**src/rtl/rapid_pkg.sv**
```systemverilog
// Shared types and constants for the rapid core pipeline.
// Holds the writeback source select, load funct3 codes and datapath width.
// Imported by every writeback-stage file.
package rapid_pkg;

    localparam int XLEN = 32;

    typedef enum logic [1:0] {
        WB_ALU  = 2'd0,
        WB_LOAD = 2'd1,
        WB_PC4  = 2'd2
    } wb_sel_e;

    localparam logic [2:0] LOAD_B  = 3'b000;
    localparam logic [2:0] LOAD_H  = 3'b001;
    localparam logic [2:0] LOAD_W  = 3'b010;
    localparam logic [2:0] LOAD_BU = 3'b100;
    localparam logic [2:0] LOAD_HU = 3'b101;

endpackage

```
**src/rtl/writeback_stage_load_align.sv**
```systemverilog
// Load data alignment: picks the byte/halfword addressed by addr_lo and extends it.
// Latency: purely combinational.
// Backpressure: none; output follows inputs.
module load_align
    import rapid_pkg::*;
#(
    parameter int XLEN = rapid_pkg::XLEN
) (
    input  logic [XLEN-1:0] raw_i,
    input  logic [2:0]      funct3_i,
    input  logic [1:0]      addr_lo_i,
    output logic [XLEN-1:0] data_o
);

    logic [7:0]  byte_sel;
    logic [15:0] half_sel;

    assign byte_sel = raw_i[{addr_lo_i, 3'b000} +: 8];
    assign half_sel = addr_lo_i[1] ? raw_i[31:16] : raw_i[15:0];

    // Extend the selected lane; unknown funct3 codes pass the word through untouched.
    always_comb begin
        data_o = raw_i;
        case (funct3_i)
            LOAD_B:  data_o = {{(XLEN-8){byte_sel[7]}}, byte_sel};
            LOAD_BU: data_o = {{(XLEN-8){1'b0}}, byte_sel};
            LOAD_H:  data_o = {{(XLEN-16){half_sel[15]}}, half_sel};
            LOAD_HU: data_o = {{(XLEN-16){1'b0}}, half_sel};
            LOAD_W:  data_o = raw_i;
            default: data_o = raw_i;
        endcase
    end

endmodule

```
**src/rtl/writeback_stage.sv**
```systemverilog
// Writeback stage: registers MEM results and merges multiply/divide results into the regfile write port.
// Latency: one cycle of WB residency for pipeline results; md results wait in a one-entry buffer for a free port.
// Backpressure: o_md_ready drops while the buffer is held; o_stall holds MEM for one cycle when a buffered md result is starved.
module writeback_stage
    import rapid_pkg::*;
#(
    parameter int XLEN         = rapid_pkg::XLEN,
    parameter int STARVE_LIMIT = 4,
    parameter int CNT_W        = 64
) (
    input  logic             i_clk,
    input  logic             i_reset,
    input  logic             i_valid,
    input  logic [4:0]       i_rd,
    input  logic [1:0]       i_wb_sel,
    input  logic [XLEN-1:0]  i_alu_result,
    input  logic [XLEN-1:0]  i_pc_plus4,
    input  logic [XLEN-1:0]  i_load_data,
    input  logic [2:0]       i_funct3,
    input  logic [1:0]       i_addr_lo,
    output logic             o_stall,
    input  logic             i_md_valid,
    input  logic [4:0]       i_md_rd,
    input  logic [XLEN-1:0]  i_md_result,
    output logic             o_md_ready,
    output logic             o_md_done,
    output logic [4:0]       o_md_done_rd,
    output logic [4:0]       o_rd,
    output logic [XLEN-1:0]  o_rd_data,
    output logic [CNT_W-1:0] o_instret
);

    localparam int AGE_W = $clog2(STARVE_LIMIT + 1);
    localparam logic [AGE_W-1:0] AGE_MAX = AGE_W'(STARVE_LIMIT);

    logic             wb_valid_q;
    logic [4:0]       wb_rd_q;
    logic [XLEN-1:0]  wb_data_q;
    logic [XLEN-1:0]  wb_data_d;

    logic             buf_valid_q;
    logic [4:0]       buf_rd_q;
    logic [XLEN-1:0]  buf_data_q;
    logic [AGE_W-1:0] age_q;
    logic [CNT_W-1:0] instret_q;

    logic [XLEN-1:0]  load_val;
    logic             wb_has_write;
    logic             draining;
    logic             md_xfer;
    wb_sel_e          sel;

    load_align #(.XLEN(XLEN)) u_load_align (
        .raw_i     (i_load_data),
        .funct3_i  (i_funct3),
        .addr_lo_i (i_addr_lo),
        .data_o    (load_val)
    );

    assign sel          = wb_sel_e'(i_wb_sel);
    assign wb_has_write = wb_valid_q && (wb_rd_q != 5'd0);
    // The buffer only gets the port when the pipeline instruction does not need it.
    assign draining     = buf_valid_q && !wb_has_write;
    assign o_md_ready   = !buf_valid_q || draining;
    assign md_xfer      = i_md_valid && o_md_ready;
    // Starved buffer: steal one slot from the pipeline so the buffer drains next cycle.
    assign o_stall      = buf_valid_q && (age_q == AGE_MAX) && wb_has_write;

    // Choose the value the pipeline instruction will write, resolved before capture.
    always_comb begin
        wb_data_d = i_alu_result;
        case (sel)
            WB_ALU:  wb_data_d = i_alu_result;
            WB_LOAD: wb_data_d = load_val;
            WB_PC4:  wb_data_d = i_pc_plus4;
            default: wb_data_d = i_alu_result;
        endcase
    end

    // WB register: capture MEM results, or insert a bubble while MEM is held.
    always_ff @(posedge i_clk or posedge i_reset) begin
        if (i_reset) begin
            wb_valid_q <= 1'b0;
            wb_rd_q    <= 5'd0;
            wb_data_q  <= '0;
        end else if (o_stall) begin
            wb_valid_q <= 1'b0;
        end else begin
            wb_valid_q <= i_valid;
            wb_rd_q    <= i_rd;
            wb_data_q  <= wb_data_d;
        end
    end

    // One-entry md buffer with age tracking; drain and refill may coincide.
    always_ff @(posedge i_clk or posedge i_reset) begin
        if (i_reset) begin
            buf_valid_q <= 1'b0;
            buf_rd_q    <= 5'd0;
            buf_data_q  <= '0;
            age_q       <= '0;
        end else begin
            if (md_xfer) begin
                buf_valid_q <= 1'b1;
                buf_rd_q    <= i_md_rd;
                buf_data_q  <= i_md_result;
            end else if (draining) begin
                buf_valid_q <= 1'b0;
            end
            if (md_xfer || draining) begin
                age_q <= '0;
            end else if (buf_valid_q && (age_q != AGE_MAX)) begin
                age_q <= age_q + AGE_W'(1);
            end
        end
    end

    // Count every valid pipeline instruction leaving WB, including rd=0 ones.
    always_ff @(posedge i_clk or posedge i_reset) begin
        if (i_reset) begin
            instret_q <= '0;
        end else if (wb_valid_q) begin
            instret_q <= instret_q + CNT_W'(1);
        end
    end

    // Register file write port: pipeline first, then the buffered md result.
    always_comb begin
        o_rd         = 5'd0;
        o_rd_data    = '0;
        o_md_done    = 1'b0;
        o_md_done_rd = 5'd0;
        if (wb_has_write) begin
            o_rd      = wb_rd_q;
            o_rd_data = wb_data_q;
        end else if (buf_valid_q) begin
            o_rd         = buf_rd_q;
            o_rd_data    = buf_data_q;
            o_md_done    = 1'b1;
            o_md_done_rd = buf_rd_q;
        end
    end

    assign o_instret = instret_q;

endmodule

```
**config.mk**
```make
export PLATFORM = sky130hd
export DESIGN_NAME = writeback_stage
export DESIGN_NICKNAME = d
export VERILOG_FILES = /design/src/rtl/rapid_pkg.sv /design/src/rtl/writeback_stage_load_align.sv /design/src/rtl/writeback_stage.sv
export SDC_FILE = /design/constraint.sdc
export NUM_CORES = 1
export LEC_CHECK = 0
export CORE_MARGIN = 10
export CORE_UTILIZATION = 42
export CTS_CLUSTER_SIZE = 30
export DETAILED_ROUTE_END_ITERATION = 10
export PLACE_DENSITY_LB_ADDON = 0.12
export SYNTH_ARGS = -nofsm -noshare
export SYNTH_HDL_FRONTEND = slang
export SYNTH_SLANG_ARGS = --single-unit
```
**constraint.sdc**
```tcl
create_clock -name i_clk -period 5.75 [get_ports i_clk]
set_input_delay 1.725 -clock i_clk [delete_from_list [all_inputs] [get_ports i_clk]]
set_output_delay 1.725 -clock i_clk [all_outputs]
set_load 0.05 [all_outputs]
```
---- After elaboration in Yosys (flattened, before gate mapping) ----
Index checks and enable logic that the tools add are counted.
cells by class
  add/sub/neg operators ................... 2
  multiply operators ...................... 0
  div/mod/pow operators ................... 0
  $lt $le $gt $ge ......................... 0
  equality and inequality tests ........... 7
  shift operators ......................... 1
  multiplexer cells ....................... 15
  bitwise operators ....................... 0
  reduce and logical (&&, ||, !) cells .... 14
operator list
  kind                     number
  $pmux W32 S4             1
  $add A64 B1 Y64 const B  1
  $mux W32                 2
  $pmux W32 S2             1
  $shiftx A32 B6 Y8        1
  $mux W16                 1
  $mux W5                  3
  $eq A3 B3 Y1 const B     3
  $logic_and A1 B1 Y1      6
  $mux W3                  2
  $mux W1                  5
  $reduce_bool A5 Y1       1
  $reduce_bool A2 Y1       2
  $add A3 B1 Y3 const B    1
  $eq A3 B1 Y1 const B     1
  $logic_not A3 Y1         1
  $ne A3 B3 Y1 const B     1
  $eq A2 B1 Y1 const B     1
  $eq A2 B2 Y1 const B     1
  $logic_not A1 Y1         2
  $logic_or A1 B1 Y1       2
word-level totals
  register bits after elaboration ......... 143
  bits in latches ......................... 0
  memory bits (writable) .................. 0
  ROM bits ................................ 0
  input port bits ......................... 149
  word-level logic and storage cells ...... 47
  memories ................................ 0

---- Logic depth before layout (Yosys ltp) ----
  depth in word-level cells ............... 8
  depth in mapped cells ................... 8

---- Cells and area by module ----
A second synthesis with hierarchy kept.
unflattened totals
  cell total of the unflattened synthesis .. 830
  area total of the unflattened synthesis .. 8136.6 µm²
modules (own cells, without submodules)
  module           times used  cells an instance  area an instance (µm²)  seq. area each (µm²)
  writeback_stage  1           734                7290.7                  3578.4
  load_align       1           96                 845.8                   0.0

---- Least setup slack after synthesis ----
Ideal clock, no wire load.
  kind .................................... register to output
  start ................................... register wb_rd_q[0]
  end ..................................... output port o_rd[0]
  arrival ................................. 2224 ps
  data required time ...................... 4025 ps
  path slack .............................. 1801 ps
  stages on the path, launching flop included .. 6
  buffers on the path ..................... 1
  cell sequence ........................... dfrtp_1 or4_1 o21ai_0 clkbuf_1 and3_1 a21o_1
on the way
  longest elaborated chain between the ends .. 3
ends and longest elaborated chain
  what                    line                    text
  start, declared         writeback_stage.sv:37   logic [4:0] wb_rd_q;
  start signal, assigned  writeback_stage.sv:90   wb_rd_q <= i_rd;
  $reduce_bool A5 Y1      writeback_stage.sv:61   assign wb_has_write = wb_valid_q && (wb_rd_q != 5'd0);
  $logic_and A1 B1 Y1     writeback_stage.sv:61
  $mux W5 (*)             writeback_stage.sv:133  if (wb_has_write) begin
  end, declared           writeback_stage.sv:28   output logic [4:0] o_rd,
Every way passes the cells marked *; elsewhere a longest branch is shown, timed or not.

---- Final worst setup path ----
  start ................................... register wb_valid_q
  end ..................................... output port o_rd_data[18]
on the way
  longest elaborated chain between the ends .. 2
ends and longest elaborated chain
  what                    line                    text
  start, declared         writeback_stage.sv:36   logic wb_valid_q;
  start signal, assigned  writeback_stage.sv:89   wb_valid_q <= i_valid;
  $logic_and A1 B1 Y1     writeback_stage.sv:61
  $mux W32                writeback_stage.sv:133
  end, declared           writeback_stage.sv:29   output logic [XLEN-1:0] o_rd_data,
Every way passes these cells.

==> PnR_summary.wiki <==
{| class="wikitable"
! Metric !! Value
|-
| Leakage power || 4.74 nW
|-
| Number of stages on the worst setup path || 5
|-
| Count of vias placed by the detailed router || ~7000
|-
| WHS || between 0.4 and 0.5 ns
|-
| Slowest Stage Delay on Critical Path || 0.86 ns
|-
| Number of synthesized flops with an enable pin || 0
|-
| Critical Path Start Type || register
|-
| DRC viols || 0
|-
| Critical path data required time || 4.03 ns
|-
| Hold path cells || 1
|-
| Pin count of the biggest net entering global routing || roughly 100
|-
| Worst slew pin tran || 0.977 ns
|-
| Total global routing track utilization || 0.215
|-
| Placer's final routability congestion estimate || 0.919
|-
| Detailed-routing wirelength on met1 || around 11000 µm
|-
| Worst path most repeated cell || nand2_1
|-
| Predominant post-synthesis flop cell || dfrtp_1
|-
| Crit end category || output port
|-
| H-tree lvl count || 4
|-
| Reg2reg setup slack || 2.74 ns
|-
| TritonCTS clock tree || yes
|-
| Top metal layer carrying routed signals || met5
|-
| Total global routing overflow || 0
|-
| Filler Cells Inserted || 1615
|-
| Effective utilization at floorplan || 0.426
|-
| Clk pin slew, worst setup/hold paths || 0.06 ns
|-
| Routed wirelength normalized by instance count || 20.8 µm
|-
| Post-synthesis net count || about 940
|-
| Count of state elements after synthesis || 143
|-
| Die span in y || roughly 150 µm
|-
| Total negative slack for setup checks || 0 ns
|-
| Synth-to-Final Area Change || 43.9%
|-
| Synth unique cells || 48
|-
| First-pass iteration count of the detailed router || 5
|-
| Critical path cell sequence || o21a_1 > buf_4 > nand2_1 > nand2_1 > clkdlybuf4s50_1
|-
| Final worst path period share || 0.852
|-
| Fin. max-slew vios || 0
|-
| Setup repair after global routing missed its margin || no
|-
| Number of antenna-violating nets in the routed design || 0
|-
| Ant. Diodes || 0
|-
| CP delay by family, top || buffers and inverters
|-
| Global-route wire length before repair || between 40000 and 50000 µm
|-
| TritonCTS Buffers || 17
|-
| Max-cap violations || 0
|-
| Outcome || finished, final reports clean
|-
| Worst setup path category || reg -> out
|-
| Post CTS Setup Buffer Count || 0
|-
| Layout Skew || 0.00995 ns
|-
| Number of clock sinks || 143
|-
| CP max-delay cell || clkdlybuf4s50_1
|-
| Number of buffers on the longest clock path || 2
|-
| Width of the die || 155 µm
|-
| Fraction of final layout cells sized beyond drive strength 1 || 0.0925
|-
| Maximum net fanout on the critical path || 18
|-
| Sequential-to-total area share from yosys stat || 0.468
|-
| Number of primary I/O pins || around 260
|-
| Asr flop ratio synth || 1.00
|-
| Synth Area per Inst || 9.77 µm²
|-
| Half-perimeter wire length after placement || 19800 µm
|-
| Via density per instance || about 5.5
|-
| Initial antenna violation count || 1
|-
| Data arrival time of the worst path || 3.17 ns
|-
| # nets final || 1180
|-
| Sequential cell area || 3580 µm²
|-
| Largest voltage drop on the vdd net || 0.000205 V
|-
| Number of gates given a new drive strength after cts || 0
|-
| Total count of hold-check failures in the final report || 0
|-
| Headroom to the max-slew limit || 0.348
|-
| Worst-skew pair later-pin latency || around 0.42 ns
|-
| Total buffers and inverters traversed by the critical path || 2
|-
| Number of instances in the synthesized netlist || 783
|-
| Area taken by multi-input logic gates || roughly 3800 µm²
|-
| Met2 Routed Length || 12600 µm
|-
| Cell Pwr Density || around 290 nW/µm²
|-
| Number of DRC markers after the initial detailed-route iteration || 478
|-
| Total Die Area || between 20000 and 25000 µm²
|-
| Clock root buffer || clkbuf_16
|-
| Post-layout minimum cycle time || approximately 4.9 ns
|-
| Std-Cell Core Area || 18000 µm²
|-
| Count of port buffers added during placement || 257
|-
| Path category of the worst min-delay check || reg -> reg
|-
| # setup viols final || 0
|-
| Number of placement rows || 49
|-
| Number of global-route vias before repair || 7306
|-
| Total met3 wirelength after detailed routing || roughly 2600 µm
|-
| Summed instance area of the synthesized netlist || 7650 µm²
|-
| # hold bufs at CTS || 0
|-
| Total wirelength of the detailed-routed design || around 26000 µm
|-
| Worst reg2reg path depth || 6
|-
| Timing-limited maximum frequency || 204 MHz
|-
| Synthesis warning total || 0
|}
[path summary, 6_finish.rpt]
| check | startpoint | endpoint |
|---|---|---|
| setup / recovery | wb_valid_q | o_rd_data[18] |
| hold / removal | o_instret[63] | o_instret[63] |
| setup reg to reg | wb_rd_q[0] | wb_data_q[30] |
| hold reg to reg | o_instret[63] | o_instret[63] |
| max in group asynchronous | i_reset | buf_rd_q[1] |
| min in group asynchronous | i_reset | buf_data_q[23] |
[metal layers]
layer	vias up	global-route usage
li1	3299	-
met1	3395	0.255
met2	279	0.349
met3	36	0.0888
met4	2	0.0603
met5	-	0
[worst register-to-register path: cells and delay by family, from the launching register on]
kind | cells | cell delay, ns
AOI/OAI and AO/OA | 2 | 0.82
buffers and inverters | 1 | 0.42
DFF | 1 | 0.40
and+or+nand+nor | 3 | 1.26
[layout make-up]
type | instances | share of cell area
Multi-Input combinational cell | 584 | 0.346
Clock inverter | 13 | 0.0172
Sequential cell | 143 | 0.325
Tap cell | 229 | 0.0260
Inverter | 14 | 0.00523
Timing Repair Buffer | 266 | 0.241
Clock buffer | 18 | 0.0390
[stage by stage]
step,setup slack (ns),utilization,power [W],cells,area [µm²]
after CTS,0.864,0.613,0.00319,1267,11000
after detailed placement,1.31,0.578,0.00201,1236,10400
after global placement,1.35,0.578,0.00201,1236,10400
after global routing,0.718,0.613,0.00328,1267,11000
final,0.853,0.613,0.00316,1267,11000
after floorplan,0.187,-,0.00168,783,7650
[registers in the layout, summed over array words and instances (netlist names)]
name         count
age_q            3
buf_data_q      32
buf_rd_q         5
buf_valid_q      1
o_instret       64
wb_data_q       32
wb_rd_q          5
wb_valid_q       1
[Yosys cell counts, drive strengths merged (3+ instances only)]
| master | n | area, µm² |
|---|---|---|
| nor3 | 10 | 66.3 |
| mux2i | 8 | 80.1 |
| o21a | 3 | 22.5 |
| o21ai | 37 | 185 |
| and3 | 12 | 75.1 |
| xor2 | 18 | 158 |
| a221oi | 24 | 216 |
| inv | 13 | 48.8 |
| clkbuf | 22 | 82.6 |
| ha | 5 | 62.6 |
| o22ai | 43 | 269 |
| buf | 20 | 125 |
| and2 | 8 | 50.1 |
| mux2 | 41 | 574 |
| xnor2 | 45 | 394 |
| and4 | 9 | 78.8 |
| nor2 | 43 | 161 |
| nand3 | 54 | 270 |
| dfrtp | 143 | 3580 |
| a21oi | 24 | 120 |
| a22oi | 7 | 52.6 |
| nand2 | 128 | 521 |
| nand2b | 10 | 62.6 |
| nand4 | 29 | 188 |
| a21o | 6 | 45.0 |
| nor4 | 5 | 43.8 |
[placed cells by master, fill, tap and decap left out, types with 23 or more instances in the layout]
cell	synthesis	layout
nand2_1	125	125
clkdlybuf4s50_1	0	256
xnor2_1	45	45
mux2_4	30	30
nor2_1	43	43
o22ai_1	43	43
dfrtp_1	143	143
a21oi_1	24	24
nand3_1	54	54
nand4_1	28	28
o21ai_0	37	36
a221oi_1	23	23
[report_power, final]
group,switching [W],internal [W],total (W)
clock,0.000437,0.000726,0.00116
combinational,0.000462,0.000345,0.000807
sequential,0.0000855,0.00110,0.00119
[logic make-up after synthesis]
logic type	Yosys count	synth area share
AND/OR/NAND/NOR	319	0.209
AO/OA/AOI/OAI	148	0.123
flip-flops	143	0.468
XOR/XNOR	63	0.0722
buffers and inverters	56	0.0340
multiplexers	49	0.0856
adder cells (fa/ha/maj)	5	0.00818
(Power assumes the default switching activity.)
